--- src/rtl/bp_be_multistream_prefetch_gen.sv ---
// Multi-stream strided prefetch generator: up to streams_p concurrent streams,
// round-robin issue of one prefetch vaddr per consumed request.
module bp_be_multistream_prefetch_gen #(
  parameter int streams_p = 4,
  parameter int vaddr_width_p = 39,
  parameter int stride_width_p = 8,
  parameter int count_width_p = 8,
  localparam int lg_streams_lp = $clog2(streams_p)
) (
  input  logic                      clk_i,
  input  logic                      reset_i,
  input  logic                      alloc_v_i,
  output logic                      alloc_ready_and_o,
  input  logic [vaddr_width_p-1:0]  alloc_pc_i,
  input  logic [vaddr_width_p-1:0]  alloc_addr_i,
  input  logic [stride_width_p-1:0] alloc_stride_i,
  input  logic [count_width_p-1:0]  alloc_count_i,
  input  logic                      clear_i,
  input  logic                      kill_v_i,
  input  logic [vaddr_width_p-1:0]  kill_pc_i,
  output logic                      pref_v_o,
  output logic [vaddr_width_p-1:0]  pref_addr_o,
  output logic [vaddr_width_p-1:0]  pref_pc_o,
  output logic [lg_streams_lp-1:0]  pref_stream_o,
  input  logic                      pref_yumi_i,
  output logic [streams_p-1:0]      active_o
);

  typedef enum logic {
    e_idle,
    e_active
  } state_e;

  typedef logic [vaddr_width_p-1:0]  vaddr_t;
  typedef logic [stride_width_p-1:0] stride_t;
  typedef logic [count_width_p-1:0]  count_t;
  typedef logic [lg_streams_lp-1:0]  idx_t;

  function automatic vaddr_t sext(input stride_t s);
    return {{(vaddr_width_p-stride_width_p){s[stride_width_p-1]}}, s};
  endfunction

  state_e  state_q [streams_p];
  state_e  state_d [streams_p];
  vaddr_t  pc_q    [streams_p];
  vaddr_t  pc_d    [streams_p];
  vaddr_t  addr_q  [streams_p];
  vaddr_t  addr_d  [streams_p];
  stride_t stride_q[streams_p];
  stride_t stride_d[streams_p];
  count_t  count_q [streams_p];
  count_t  count_d [streams_p];
  idx_t    rr_q, rr_d;

  logic [streams_p-1:0] active;
  logic [streams_p-1:0] hit_v;
  logic [streams_p-1:0] kill_hit;
  idx_t hit_idx, fill_idx, alloc_idx;
  idx_t grant_idx, cand;
  logic hit_any, alloc_drop, alloc_we, yumi;

  always_comb begin
    for (int i = 0; i < streams_p; i++) begin
      active[i]   = (state_q[i] == e_active);
      hit_v[i]    = active[i] && (pc_q[i] == alloc_pc_i);
      kill_hit[i] = kill_v_i && active[i] && (pc_q[i] == kill_pc_i);
    end
  end

  // Descending scans so the lowest matching index wins.
  always_comb begin
    hit_idx  = '0;
    fill_idx = '0;
    for (int i = streams_p-1; i >= 0; i--) begin
      if (hit_v[i])   hit_idx  = idx_t'(i);
      if (!active[i]) fill_idx = idx_t'(i);
    end
  end

  assign hit_any = |hit_v;
  assign alloc_ready_and_o = (~&active) | hit_any;
  assign alloc_idx = hit_any ? hit_idx : fill_idx;

  // Zero-work descriptors and ones racing a kill of their own PC are swallowed.
  assign alloc_drop = (alloc_count_i == '0)
                    | (alloc_stride_i == '0)
                    | (kill_v_i && (kill_pc_i == alloc_pc_i));
  assign alloc_we = alloc_v_i & alloc_ready_and_o & ~clear_i & ~alloc_drop;

  always_comb begin
    grant_idx = rr_q;
    cand = '0;
    for (int k = streams_p-1; k >= 0; k--) begin
      cand = rr_q + idx_t'(k);
      if (active[cand]) grant_idx = cand;
    end
  end

  assign pref_v_o      = |active;
  assign pref_addr_o   = addr_q[grant_idx];
  assign pref_pc_o     = pc_q[grant_idx];
  assign pref_stream_o = grant_idx;
  assign active_o      = active;
  assign yumi          = pref_yumi_i & pref_v_o;

  // Later assignments override earlier ones: yumi < alloc < kill < clear.
  always_comb begin
    state_d  = state_q;
    pc_d     = pc_q;
    addr_d   = addr_q;
    stride_d = stride_q;
    count_d  = count_q;
    rr_d     = rr_q;
    if (yumi) begin
      addr_d[grant_idx]  = addr_q[grant_idx] + sext(stride_q[grant_idx]);
      count_d[grant_idx] = count_q[grant_idx] - count_t'(1);
      if (count_q[grant_idx] == count_t'(1)) state_d[grant_idx] = e_idle;
      rr_d = grant_idx + idx_t'(1);
    end
    if (alloc_we) begin
      state_d[alloc_idx]  = e_active;
      pc_d[alloc_idx]     = alloc_pc_i;
      addr_d[alloc_idx]   = alloc_addr_i + sext(alloc_stride_i);
      stride_d[alloc_idx] = alloc_stride_i;
      count_d[alloc_idx]  = alloc_count_i;
    end
    for (int i = 0; i < streams_p; i++) begin
      if (kill_hit[i]) state_d[i] = e_idle;
    end
    if (clear_i) begin
      for (int i = 0; i < streams_p; i++) state_d[i] = e_idle;
      rr_d = rr_q;
    end
  end

  always_ff @(posedge clk_i or posedge reset_i) begin
    if (reset_i) begin
      for (int i = 0; i < streams_p; i++) begin
        state_q[i]  <= e_idle;
        pc_q[i]     <= '0;
        addr_q[i]   <= '0;
        stride_q[i] <= '0;
        count_q[i]  <= '0;
      end
      rr_q <= '0;
    end else begin
      state_q  <= state_d;
      pc_q     <= pc_d;
      addr_q   <= addr_d;
      stride_q <= stride_d;
      count_q  <= count_d;
      rr_q     <= rr_d;
    end
  end

endmodule

--- config.mk ---
export PLATFORM = sky130hd
export DESIGN_NAME = bp_be_multistream_prefetch_gen
export DESIGN_NICKNAME = d
export VERILOG_FILES = /design/src/rtl/bp_be_multistream_prefetch_gen.sv
export SDC_FILE = /design/constraint.sdc
export NUM_CORES = 2
export LEC_CHECK = 0
export ABC_AREA = 1
export CAP_MARGIN = 10
export CELL_PAD_IN_SITES_DETAIL_PLACEMENT = 0
export CELL_PAD_IN_SITES_GLOBAL_PLACEMENT = 2
export CORE_MARGIN = 2
export CORE_UTILIZATION = 34
export CTS_CLUSTER_DIAMETER = 150
export DETAILED_ROUTE_END_ITERATION = 7
export PLACE_DENSITY_LB_ADDON = 0.1
export SYNTH_ARGS = -nofsm -noshare
export SYNTH_HDL_FRONTEND = slang
export SYNTH_SLANG_ARGS = --single-unit
export TNS_END_PERCENT = 20
--- constraint.sdc ---
create_clock -name clk_i -period 18.6 [get_ports clk_i]
set_clock_uncertainty 0.15 [all_clocks]
set_input_delay 5.58 -clock clk_i [delete_from_list [all_inputs] [get_ports clk_i]]
set_output_delay 5.58 -clock clk_i [all_outputs]
set_load 0.02 [all_outputs]
# ---- After elaboration in Yosys (flattened, before gate mapping)
# Index checks and enable logic that the tools add are counted.
dict set report totals {
  regBits 382
  input_bits 139
}
dict set report classes {
  add_sub_neg 7
  magnitude_cmp 8
  n_eq_ne 10
  n_mux 63
  bitwise_logic 14
  n_reduce_logical 22
}
# op count
set ops {}
lappend ops {{$bwmux 156} 3}
lappend ops {{$eq 39x39->1} 9}
lappend ops {{$mux 156} 2}
lappend ops {{$mux 39} 6}
lappend ops {{$bmux 39 s2} 2}
lappend ops {{$demux 39 s2} 2}
lappend ops {{$bwmux 32} 3}
lappend ops {{$add 39x39->39} 2}
lappend ops {{$mux 32} 2}
lappend ops {{$mux 8} 6}
lappend ops {{$bmux 8 s2} 2}
lappend ops {{$demux 8 s2} 2}
lappend ops {{$mux 2} 13}
lappend ops {{$logic_not 8->1} 2}
lappend ops {{$mux 4} 4}
lappend ops {{$logic_and 1x1->1} 15}
lappend ops {{$lt 2x3->1 const B} 4}
lappend ops {{$mux 1} 10}
lappend ops {{$bmux 1 s2} 4}
lappend ops {{$eq 8x1->1 const B} 1}
lappend ops {{$reduce_or 4->1} 2}
lappend ops {{$sub 8x1->8 const B} 1}
lappend ops {{$ge 3x3->1 const B} 2}
lappend ops {{$lt 3x1->1 const B} 2}
lappend ops {{other kinds (13)} 23}

# ---- Depth between registers and ports, before layout
dict set report depth {
  ltp_word 20
  ltp_mapped 36
  depth_no_buf 31
}

# ---- Worst setup path after synthesis
# No wires, ideal clock.
dict set report synth_timing {
  path_kind {input -> output}
  start {input alloc_pc_i[20]}
  end {output alloc_ready_and_o}
  arrival_time_ps 6922
  slack_ps 5948
  path_stages 11
  path_buffers 1
  path_cell_list {buf_2 -> clkinv_1 -> or2_2 -> nand3_1 -> nor3_1 -> nand3_1 -> nor4_1 -> nand3_1 -> nand2_1 -> nor2_1 -> nand4_1}
}
dict set report synth_via {
  elab_chain_cells 4
}
# element line_no
set synth_rtl {}
lappend synth_rtl {{from (decl)} 14} ;# input logic [vaddr_width_p-1:0] alloc_pc_i,
lappend synth_rtl {{$eq 39x39->1} 65} ;# hit_v[i] = active[i] && (pc_q[i] == alloc_pc_i);
lappend synth_rtl {{$logic_and 1x1->1} 65}
lappend synth_rtl {{$reduce_or 4->1 (*)} 80} ;# assign hit_any = |hit_v;
lappend synth_rtl {{$or 1x1->1 (*)} 81} ;# assign alloc_ready_and_o = (~&active) | hit_any;
lappend synth_rtl {{to (decl)} 13} ;# output logic alloc_ready_and_o,
# Every way passes the cells marked *; elsewhere a longest branch is shown, timed or not.

# ---- Final worst setup path
dict set report layout_timing {
  start {input alloc_pc_i[5]}
  end {output alloc_ready_and_o}
}
# Same word-level chain as after synthesis.

==> flow_metrics.env <==
export IMPL_status="finished clean"
export IMPL_tightest_slew_ps=1260
export IMPL_postLayoutCellArea_um2=33600
export IMPL_io_pins=225
export IMPL_cts_sinks=382
export IMPL_rr_endpoint="addr_q[155]"
export IMPL_cts_resized=0
export IMPL_diodes=0
export IMPL_start_kind="input port"
export IMPL_slew_headroom_pct=16.0
export IMPL_grt_max_degree=159
export IMPL_crit_buf_inv=3
export IMPL_via_per_inst=5.73
export IMPL_dr_pass1_iters=6
export IMPL_crit_cells=11
export IMPL_nets=4451
export IMPL_rows=107
export IMPL_hold_viol=0
export IMPL_dp_cells=5325
export IMPL_dp_hpwl_um=117000
export IMPL_busiest_layer="met2"
export IMPL_gp_congestion=1.08
export IMPL_peakVddDrop_mv=0.264
export IMPL_final_max_slew_viol_count=0
export IMPL_syn_area_um2=29000
export IMPL_die_h_um=296
export IMPL_grt_antenna_before_repair=7
export IMPL_cellPowerDensity_nw_per_um2=233
export IMPL_fillers=9166
export IMPL_drive_gt1_share_pct=5.51
export IMPL_clk_pin_slew_ps=60
export IMPL_synthFlopType="dfrtp_1"
export IMPL_wl_um=156000
export IMPL_synth_warnings=0
export IMPL_use_met1_pct=42.7
export IMPL_die_w_um=296
export IMPL_crit_arrival_ps=8980
export IMPL_crit_path_top_delay_cell="clkdlybuf4s50_1"
export IMPL_min_path_cells=2
export IMPL_max_freq_mhz=68.0
export IMPL_h_tree_depth=2
export IMPL_cts_path_max_buffers=3
export IMPL_fin_crit_ps=14710
export IMPL_place_area_um2=31900
export IMPL_path_class="input port to primary output"
export IMPL_cts_hold_buffers=0
export IMPL_swShare_pct=55.4
export IMPL_rsz0062_at_grt="false"
export IMPL_hold_class="flop to flop"
export IMPL_async_reset_ff_share_pct=100
export IMPL_clkPwrFrac_pct=13.1
export IMPL_seqPwrFrac_pct=16.3
export IMPL_syn_to_final_growth_pct=15.9
export IMPL_worstSetupEndpointType="primary output"
export IMPL_io_buffers=224
export IMPL_post_synth_cell_area_avg_um2=6.96
export IMPL_setup_viol=0
export IMPL_synth_edff_count=0
export IMPL_netlist_instances=4163
export IMPL_dieArea_um2=87600
export IMPL_use_met3_pct=4.53
export IMPL_drc=0
export IMPL_pwr_share_comb_pct=70.5
export IMPL_p_leak_nw=14.5
export IMPL_overflow=0
export IMPL_p_int_w=0.00349
export IMPL_setup_reg_to_reg_worst_slack_ps=11700
export IMPL_cpPeakStageDelay_ps=710
export IMPL_core_area_um2=84700
export IMPL_path_delay_family="buffers and inverters"
export IMPL_ys_seq_area_share_pct=33.0
export IMPL_maxCapViolCount=0
export IMPL_power_w=0.00781
export IMPL_cts_setup_buffers=0
export IMPL_vias=31000
export IMPL_tritoncts="yes"
export IMPL_final_antenna_net_count=0
export IMPL_ctsRootBufferMaster="clkbuf_16"
export IMPL_grt_pass1_vias=30000
export IMPL_endpoint="alloc_ready_and_o"
export IMPL_reg2reg_from="active_o[3]"
export IMPL_synth_distinct_cells=68
export IMPL_path_cells="clkdlybuf4s50_1 > inv_1 > nor2_1 > nor4b_1 > nand4_1 > nor4_1 > nand3_1 > o21ai_1 > nor2_1 > nand4_1 > clkdlybuf4s50_1"
export IMPL_min_delay_start="stride_q[29]"
export IMPL_power_switching_w=0.00433
export IMPL_synth_net_count=4384
export IMPL_rr_worst_depth=25
export IMPL_synth_seq_cells=382
export IMPL_use_met2_pct=60.3
export IMPL_required_ps=12870
export IMPL_period_share_pct=79.1
export IMPL_clk_insertion_delay_late_ps=630
export IMPL_grt_use_total_pct=35.1
export IMPL_setup_tns_ps=0
export IMPL_grt_pass1_wl_um=221000
export IMPL_start_util_pct=34.2
export IMPL_numCtsBuffers=47
export IMPL_final_cells=5411
export IMPL_cp_max_fo=13
export IMPL_drtIter0Drc=2666
export IMPL_wl_per_cell_um=28.8
export IMPL_cp_startpoint="alloc_pc_i[5]"
## stage by stage
stage | setup slack [ps] | hold slack, ps | utilization (%)
floorplan | 2260 | 298 | -
global placement | 3880 | 312 | 37.6
detailed placement | 3870 | 318 | 37.6
CTS | 3870 | 332 | 39.6
global route | 3730 | 360 | 39.6
finish | 3890 | 331 | 39.6
## final cells by class
cell class,count,area (um2),area share [%]
clock inverters,21,369,1.10
inverters,366,1390,4.15
clock buffers,65,1330,3.97
well taps,1144,1430,4.26
flip-flops and latches,382,9560,28.5
repair buffers,260,2550,7.59
multi-input cells,3173,17000,50.5
## worst min-delay path: stages, from the launching register on
cell,delay [ps]
dfrtp_1,330
nand2_1,50
o21ai_0,60
## cell families (layout without fill, tap and decap cells)
| group | Yosys count | in the layout | share of synthesized area, % |
|---|---|---|---|
| AOI/OAI and AO/OA | 1132 | 1132 | 22.8 |
| xor gates and xnor gates | 165 | 165 | 5.14 |
| adders and majority gates | 82 | 82 | 3.59 |
| buffers and inverters | 608 | 712 | 8.65 |
| DFF | 382 | 382 | 33.0 |
| and+or+nand+nor | 1794 | 1794 | 26.8 |
## layout by cell type (no fill, tap or decap), types with 27 or more instances in the layout
master / count
nor4_1: 56
clkbuf_16: 47
buf_4: 33
o21ai_1: 38
nand4_1: 72
o22ai_1: 88
o21ai_0: 335
nor2_1: 381
nand2_1: 961
clkdlybuf4s50_1: 224
nand2_2: 32
a32oi_1: 62
a22oi_1: 56
xor2_1: 79
nor3_1: 50
dfrtp_1: 382
nand3_1: 161
a21oi_1: 404
ha_1: 80
inv_1: 336
o2111ai_1: 27
xnor2_1: 80
## synthesized netlist by cell type, drive strengths merged, types with 23 or more instances
| library cell | instances | area share (%) |
|---|---|---|
| nand2 | 1002 | 13 |
| dfrtp | 382 | 33 |
| a22oi | 56 | 1.5 |
| nor2 | 384 | 5.0 |
| o22ai | 88 | 1.9 |
| nor3 | 53 | 0.99 |
| clkbuf | 126 | 1.6 |
| o21ai | 376 | 6.5 |
| inv | 364 | 4.7 |
| ha | 80 | 3.5 |
| nand3b | 23 | 0.67 |
| o211ai | 24 | 0.62 |
| buf | 116 | 2.3 |
| xnor2 | 81 | 2.5 |
| nand4 | 72 | 1.6 |
| o2111ai | 27 | 0.82 |
| a32oi | 62 | 1.9 |
| xor2 | 84 | 2.7 |
| nand3 | 163 | 2.9 |
| nor4 | 57 | 1.3 |
| a21oi | 409 | 7.2 |
## flip-flops by register name, indices dropped and copies added (netlist names)
register	flops
active_o	4
addr_q	156
count_q	32
pc_q	156
rr_q	2
stride_q	32
## power by group through the flow
stage	clock network (W)	logic (W)	registers [W]
3_3_place_gp	0	0.00549	0.00128
5_1_grt	0.00107	0.00603	0.00130
2_1_floorplan	0	0.00361	0.00121
6_report	0.00103	0.00551	0.00128
4_1_cts	0.00104	0.00549	0.00127
3_5_place_dp	0	0.00546	0.00129
## how the worst min path moves through the flow
stage                   endpoint  slack [ps]
finish              stride_q[29]         330
global route        stride_q[30]         360
CTS                 stride_q[26]         330
detailed placement  stride_q[26]         320
global placement    stride_q[29]         310
floorplan           stride_q[24]         300
## routing by layer
| metal | routed length (um) | up-vias | share of wire, % |
|---|---|---|---|
| li1 | - | 14400 | - |
| met5 | 92 | - | 0.059 |
| met3 | 8440 | 319 | 5.4 |
| met4 | 9700 | 14 | 6.2 |
| met1 | 62200 | 15200 | 40 |
| met2 | 75500 | 1135 | 48 |
Power figures use the tool's default switching activity.
